==> config.mk <==
export PLATFORM = sky130hd
export DESIGN_NAME = acc_fwd_rx
export DESIGN_NICKNAME = d
export VERILOG_FILES = /design/src/rtl/acc_fwd_rx.sv
export SDC_FILE = /design/constraint.sdc
export NUM_CORES = 1
export LEC_CHECK = 0
export CAP_MARGIN = 20
export CORE_MARGIN = 10
export CORE_UTILIZATION = 50
export CTS_CLUSTER_DIAMETER = 40
export DETAILED_ROUTE_END_ITERATION = 16
export GPL_ROUTABILITY_DRIVEN = 0
export PLACE_DENSITY = 0.71
export SLEW_MARGIN = 10
export SYNTH_ARGS = -nofsm -noshare
export SYNTH_HDL_FRONTEND = slang
export SYNTH_SLANG_ARGS = --single-unit
export TNS_END_PERCENT = 5
==> constraint.sdc <==
create_clock -name clk -period 18.98 [get_ports clk]
set_input_delay 2.847 -clock clk [delete_from_list [all_inputs] [get_ports clk]]
set_output_delay 2.847 -clock clk [all_outputs]
set_load 0.005 [all_outputs]
==> src/rtl/acc_fwd_rx.sv <==
// Receive end of the CPU forwarding port: tags each forwarded word with its
// position in the band (pivot row / pivot column / element) and queues it.
module acc_fwd_rx #(
  parameter int DATA_W = 32,
  parameter int DEPTH  = 8,
  parameter int MAX_W  = 8
) (
  input  logic              clk,
  input  logic              rst_n,
  input  logic              cfg_start,
  input  logic [3:0]        cfg_piv_len,
  input  logic [7:0]        cfg_rows,
  input  logic [3:0]        cfg_row_len,
  input  logic [DATA_W-1:0] fwd_data,
  input  logic              fwd_valid,
  output logic [DATA_W-1:0] out_data,
  output logic [1:0]        out_kind,
  output logic [2:0]        out_idx,
  output logic              out_last,
  output logic              out_valid,
  input  logic              out_ready,
  output logic              busy,
  output logic              almost_full,
  output logic              err_overflow,
  output logic              err_unexpected,
  output logic              band_done
);

  localparam int AW = $clog2(DEPTH);
  localparam int EW = DATA_W + 6;
  localparam logic [AW:0]   CNT_ONE   = 1;
  localparam logic [AW-1:0] PTR_ONE   = 1;
  localparam logic [AW:0]   CNT_FULL  = (AW+1)'(DEPTH);
  localparam logic [AW:0]   CNT_ALMST = (AW+1)'(DEPTH - 2);

  typedef enum logic [1:0] {IDLE, PIVROW, PIVCOL, ROWELEM} state_t;

  function automatic logic [3:0] sat_len(input logic [3:0] len);
    sat_len = (len > 4'(MAX_W)) ? 4'(MAX_W) : len;
  endfunction

  state_t      state, state_nxt;
  logic [3:0]  piv_len_q, row_len_q, cnt, cnt_nxt;
  logic [7:0]  rows_q, rows_nxt;
  logic [1:0]  kind_in;
  logic [2:0]  idx_in;
  logic        last_in;

  logic [EW-1:0] mem [DEPTH];
  logic [AW-1:0] wr_ptr, rd_ptr;
  logic [AW:0]   count;
  logic          word_in, full, pop, push;

  // Ingress classification: tag of the current word and where framing goes next
  always_comb begin
    state_nxt = state;
    cnt_nxt   = cnt;
    rows_nxt  = rows_q;
    kind_in   = 2'd0;
    idx_in    = cnt[2:0];
    last_in   = 1'b0;
    case (state)
      PIVROW: begin
        kind_in = 2'd0;
        if (cnt == piv_len_q - 4'd1) begin
          cnt_nxt = '0;
          if (rows_q == 8'd0) begin
            last_in   = 1'b1;
            state_nxt = IDLE;
          end else begin
            state_nxt = PIVCOL;
          end
        end else begin
          cnt_nxt = cnt + 4'd1;
        end
      end
      PIVCOL: begin
        kind_in = 2'd1;
        idx_in  = 3'd0;
        cnt_nxt = '0;
        if (row_len_q == 4'd0) begin
          // Empty row: the pivot-column word alone completes it
          rows_nxt = rows_q - 8'd1;
          if (rows_q == 8'd1) begin
            last_in   = 1'b1;
            state_nxt = IDLE;
          end else begin
            state_nxt = PIVCOL;
          end
        end else begin
          state_nxt = ROWELEM;
        end
      end
      ROWELEM: begin
        kind_in = 2'd2;
        if (cnt == row_len_q - 4'd1) begin
          cnt_nxt  = '0;
          rows_nxt = rows_q - 8'd1;
          if (rows_q == 8'd1) begin
            last_in   = 1'b1;
            state_nxt = IDLE;
          end else begin
            state_nxt = PIVCOL;
          end
        end else begin
          cnt_nxt = cnt + 4'd1;
        end
      end
      default: ;
    endcase
  end

  always_ff @(posedge clk or posedge rst_n) begin
    if (rst_n) begin
      state     <= IDLE;
      cnt       <= '0;
      rows_q    <= '0;
      piv_len_q <= '0;
      row_len_q <= '0;
    end else if (state == IDLE) begin
      if (cfg_start) begin
        state     <= PIVROW;
        cnt       <= '0;
        piv_len_q <= sat_len(cfg_piv_len);
        rows_q    <= cfg_rows;
        row_len_q <= sat_len(cfg_row_len);
      end
    end else if (fwd_valid) begin
      state  <= state_nxt;
      cnt    <= cnt_nxt;
      rows_q <= rows_nxt;
    end
  end

  assign word_in   = fwd_valid && (state != IDLE);
  assign full      = (count == CNT_FULL);
  assign out_valid = (count != '0);
  assign pop       = out_valid && out_ready;
  assign push      = word_in && (!full || pop);

  // FIFO storage; a dropped word still advanced the framing above
  always_ff @(posedge clk or posedge rst_n) begin
    if (rst_n) begin
      for (int i = 0; i < DEPTH; i++) mem[i] <= '0;
      wr_ptr         <= '0;
      rd_ptr         <= '0;
      count          <= '0;
      err_overflow   <= 1'b0;
      err_unexpected <= 1'b0;
    end else begin
      if (push) begin
        mem[wr_ptr] <= {fwd_data, kind_in, idx_in, last_in};
        wr_ptr      <= wr_ptr + PTR_ONE;
      end
      if (pop) rd_ptr <= rd_ptr + PTR_ONE;
      case ({push, pop})
        2'b10:   count <= count + CNT_ONE;
        2'b01:   count <= count - CNT_ONE;
        default: count <= count;
      endcase
      if (word_in && !push)                 err_overflow   <= 1'b1;
      if (fwd_valid && (state == IDLE))     err_unexpected <= 1'b1;
    end
  end

  assign {out_data, out_kind, out_idx, out_last} = mem[rd_ptr];
  assign busy        = (state != IDLE);
  assign almost_full = (count >= CNT_ALMST);
  assign band_done   = push && last_in;

endmodule

==> flow_metrics.py <==
metrics = {
    "global_routing": {
        "grt.total_usage": 0.210,
        "grt_pass1_vias": 12262,
        "grt_max_degree": 133,
        "antenna_found_initial": 1,
        "grt_first_pass_wirelength_um": 65800,
        "grt_overflow": 0,
    },
    "timing": {
        "rsz0062_at_grt": "false",
        "whs_ns": 0.462,
        "min_period_ns": 7.39,
        "fmax_ghz": 0.135,
        "worst_pin_slew_ns": 1.01,
        "skew_ns": 0.0183,
        "finalSetupViolCount": 0,
        "fin_crit_sh": 0.389,
        "finalHoldViolCount": 0,
        "max_slew_margin": 0.327,
        "postLayoutSetupSlackWorst_ns": 11.59,
        "final_max_slew_viol_count": 0,
        "fin_tns_setup_ns": 0,
    },
    "setup_path": {
        "critPathMaxFanout": 7,
        "startpoint": "fwd_valid",
        "cp.arrival_ns": 4.54,
        "cp_cell_sequence": "clkdlybuf4s50_1, o21ai_2, a21oi_1, and3_1, clkdlybuf4s50_1",
        "path_class": "primary input to output port",
        "critPathLaunchType": "primary input",
        "crit_path_frequent_cell": "clkdlybuf4s50_1",
        "endpoint_kind": "output port",
        "critical_path_required_ns": 16.13,
        "r2r_start": "state[1]",
        "reg2reg_to": "mem[228]",
        "reg2reg_depth": 7,
        "slowest_delay_ns": 0.62,
        "worst-r2r-setup-slack_ns": 16.36,
        "slowest_stage": "clkdlybuf4s50_1",
    },
    "placement": {
        "hpwl_um": 22500,
        "preCtsSetupSlack_ns": 11.61,
        "dp.cells": 1981,
        "postPlaceCellArea_mm2": 0.0170,
        "io_buffers": 96,
    },
    "floorplan": {
        "die_width_um": 198,
        "placementRows": 65,
        "core_region_area_mm2": 0.0314,
        "ios": 97,
        "die_h_um": 198,
        "initial_core_util": 0.504,
        "dieArea_mm2": 0.0392,
    },
    "final_layout": {
        "multiInputGateArea_mm2": 0.00680,
        "diodes": 0,
        "num-fill-cells": 2502,
        "final_common_cell": "nand2_1",
        "stdcell_count": 2071,
        "final_net_count": 1695,
        "layout-drive-gt1-share": 0.167,
        "syn_to_final_growth_pct": 17.9,
        "fin_util": 0.594,
        "layout.area.seq_mm2": 0.00847,
        "final_cell_mix": "nand2_1, dfrtp_1, clkdlybuf4s50_1",
        "final_cell_area_mm2": 0.0187,
    },
    "detailed_routing": {
        "dr_total_vias": 11587,
        "via_per_inst": 5.59,
        "final_antenna_net_count": 0,
        "wl_per_cell_um": 19.3,
        "drt-total-wl_um": 40000,
        "dr.pass1.iters": 5,
        "drc_errors": 0,
        "drt_iter0_drc": 976,
    },
    "power": {
        "p_leak_nw": 8.99,
        "power_frac_clock": 0.262,
        "switchingPower_mw": 1.20,
        "p_int_mw": 2.33,
        "power_density_mw_per_mm2": 189,
        "vdd_drop_max_mv": 0.0967,
        "swShare": 0.340,
        "pwr-share-comb": 0.375,
        "power_mw": 3.52,
        "seq_power_share": 0.363,
    },
    "yosys": {
        "syn_nets": 1653,
        "synth_edf_count": 0,
        "synth_area_per_cell_um2": 9.97,
        "syn_inst": 1588,
        "yosysSeqAreaShare": 0.534,
        "ys_seq_elements": 338,
        "async_reset_ff_frac": 1.00,
        "yosys.cell_types.count": 55,
        "syn_area_mm2": 0.0158,
        "synthFlopType": "dfrtp_1",
        "yosys_warnings": 0,
    },
    "cts": {
        "cts_tree": "built",
        "clk_root_buffer_cell": "clkbuf_16",
        "h-tree-depth": 2,
        "cts_buffers": 49,
        "cts_setup_buffers": 0,
        "post_cts_resized": 0,
        "path_clk_slew_ns": 0.06,
        "cts.sinks": 338,
        "cts_hold_buffers": 0,
        "cts.path.max_buffers": 3,
        "clkLatencyLatePin_ns": 0.55,
    },
    "worst_hold_path": {
        "hp-class": "register to register",
        "min_from": "err_unexpected",
        "holdPathStages": 1,
        "hold_end": "err_unexpected",
    },
    "outcome": {
        "status": "completed",
    },
    "job": {
        "maxCapViolations": 0,
    },
}
==> worst max path at each step <==
stage	to	depth (start not counted)	slack, ns
2_1_floorplan	cnt[0]	1	6.77
3_3_place_gp	band_done	5	11.63
3_5_place_dp	band_done	5	11.61
4_1_cts	band_done	5	11.59
5_1_grt	band_done	5	11.53
6_report	band_done	5	11.59
==> cell type report <==
type | instances | area share
flip-flops and latches | 338 | 0.454
multi-input cells | 1108 | 0.365
clock buffers | 54 | 0.0701
repair buffers | 118 | 0.0604
well taps | 402 | 0.0270
clock inverters | 36 | 0.0207
inverters | 15 | 0.00342
==> power by group through the flow <==
| stage | Combinational, mW | Sequential (mW) | Clock (mW) |
|---|---|---|---|
| 2_1_floorplan | 0.953 | 1.18 | 0 |
| 3_3_place_gp | 1.29 | 1.27 | 0 |
| 3_5_place_dp | 1.33 | 1.28 | 0 |
| 4_1_cts | 1.34 | 1.28 | 0.938 |
| 5_1_grt | 1.46 | 1.32 | 0.971 |
| 6_report | 1.32 | 1.28 | 0.924 |
==> registers in the layout (all words and copies together), names as in the netlist <==
| signal | cells |
|---|---|
| row_len_q | 4 |
| count | 4 |
| state | 2 |
| err_overflow | 1 |
| mem | 304 |
| cnt | 4 |
| wr_ptr | 3 |
| rows_q | 8 |
| err_unexpected | 1 |
| rd_ptr | 3 |
| piv_len_q | 4 |
==> synth_stat cells (3+ instances only) <==
cell / instances / area [µm²]
nor3_1: 6 / 30.0
nand2_1: 741 / 2780
o211ai_1: 3 / 22.5
nor2_1: 29 / 109
and3_1: 5 / 31.3
nand2b_1: 8 / 50.1
a31oi_1: 12 / 75.1
o21ai_0: 53 / 265
nor2b_1: 5 / 31.3
clkbuf_1: 84 / 315
a21oi_1: 15 / 75.1
xnor2_1: 10 / 87.6
nor3b_1: 3 / 22.5
buf_2: 39 / 195
dfrtp_1: 338 / 8460
mux2_2: 73 / 822
xor2_1: 6 / 52.6
mux4_2: 76 / 1710
o22a_1: 5 / 43.8
ha_1: 11 / 138
a21o_1: 4 / 30.0
inv_1: 15 / 56.3
nand3_1: 9 / 45.0
==> cells by family after synthesis <==
family | share of synthesized area
mux | 0.161
flops | 0.534
fa+ha+maj | 0.00996
buf+inv | 0.0373
simple gates | 0.204
xor+xnor | 0.0118
compound gates | 0.0410
==> routing by layer <==
metal / global-route usage / up-vias / part of all wire
met5: 0 / - / 0.00033
met4: 0.0521 / 2 / 0.019
met3: 0.0372 / 67 / 0.065
met2: 0.346 / 375 / 0.49
met1: 0.282 / 5848 / 0.43
li1: - / 5295 / -
==> critical path: cells and delay by family <==
| kind | cells | cell delay (ns) |
|---|---|---|
| compound gates | 2 | 0.37 |
| simple gates | 1 | 0.20 |
| buf+inv | 2 | 1.13 |
Note: power is estimated with default switching activity, not from simulation.
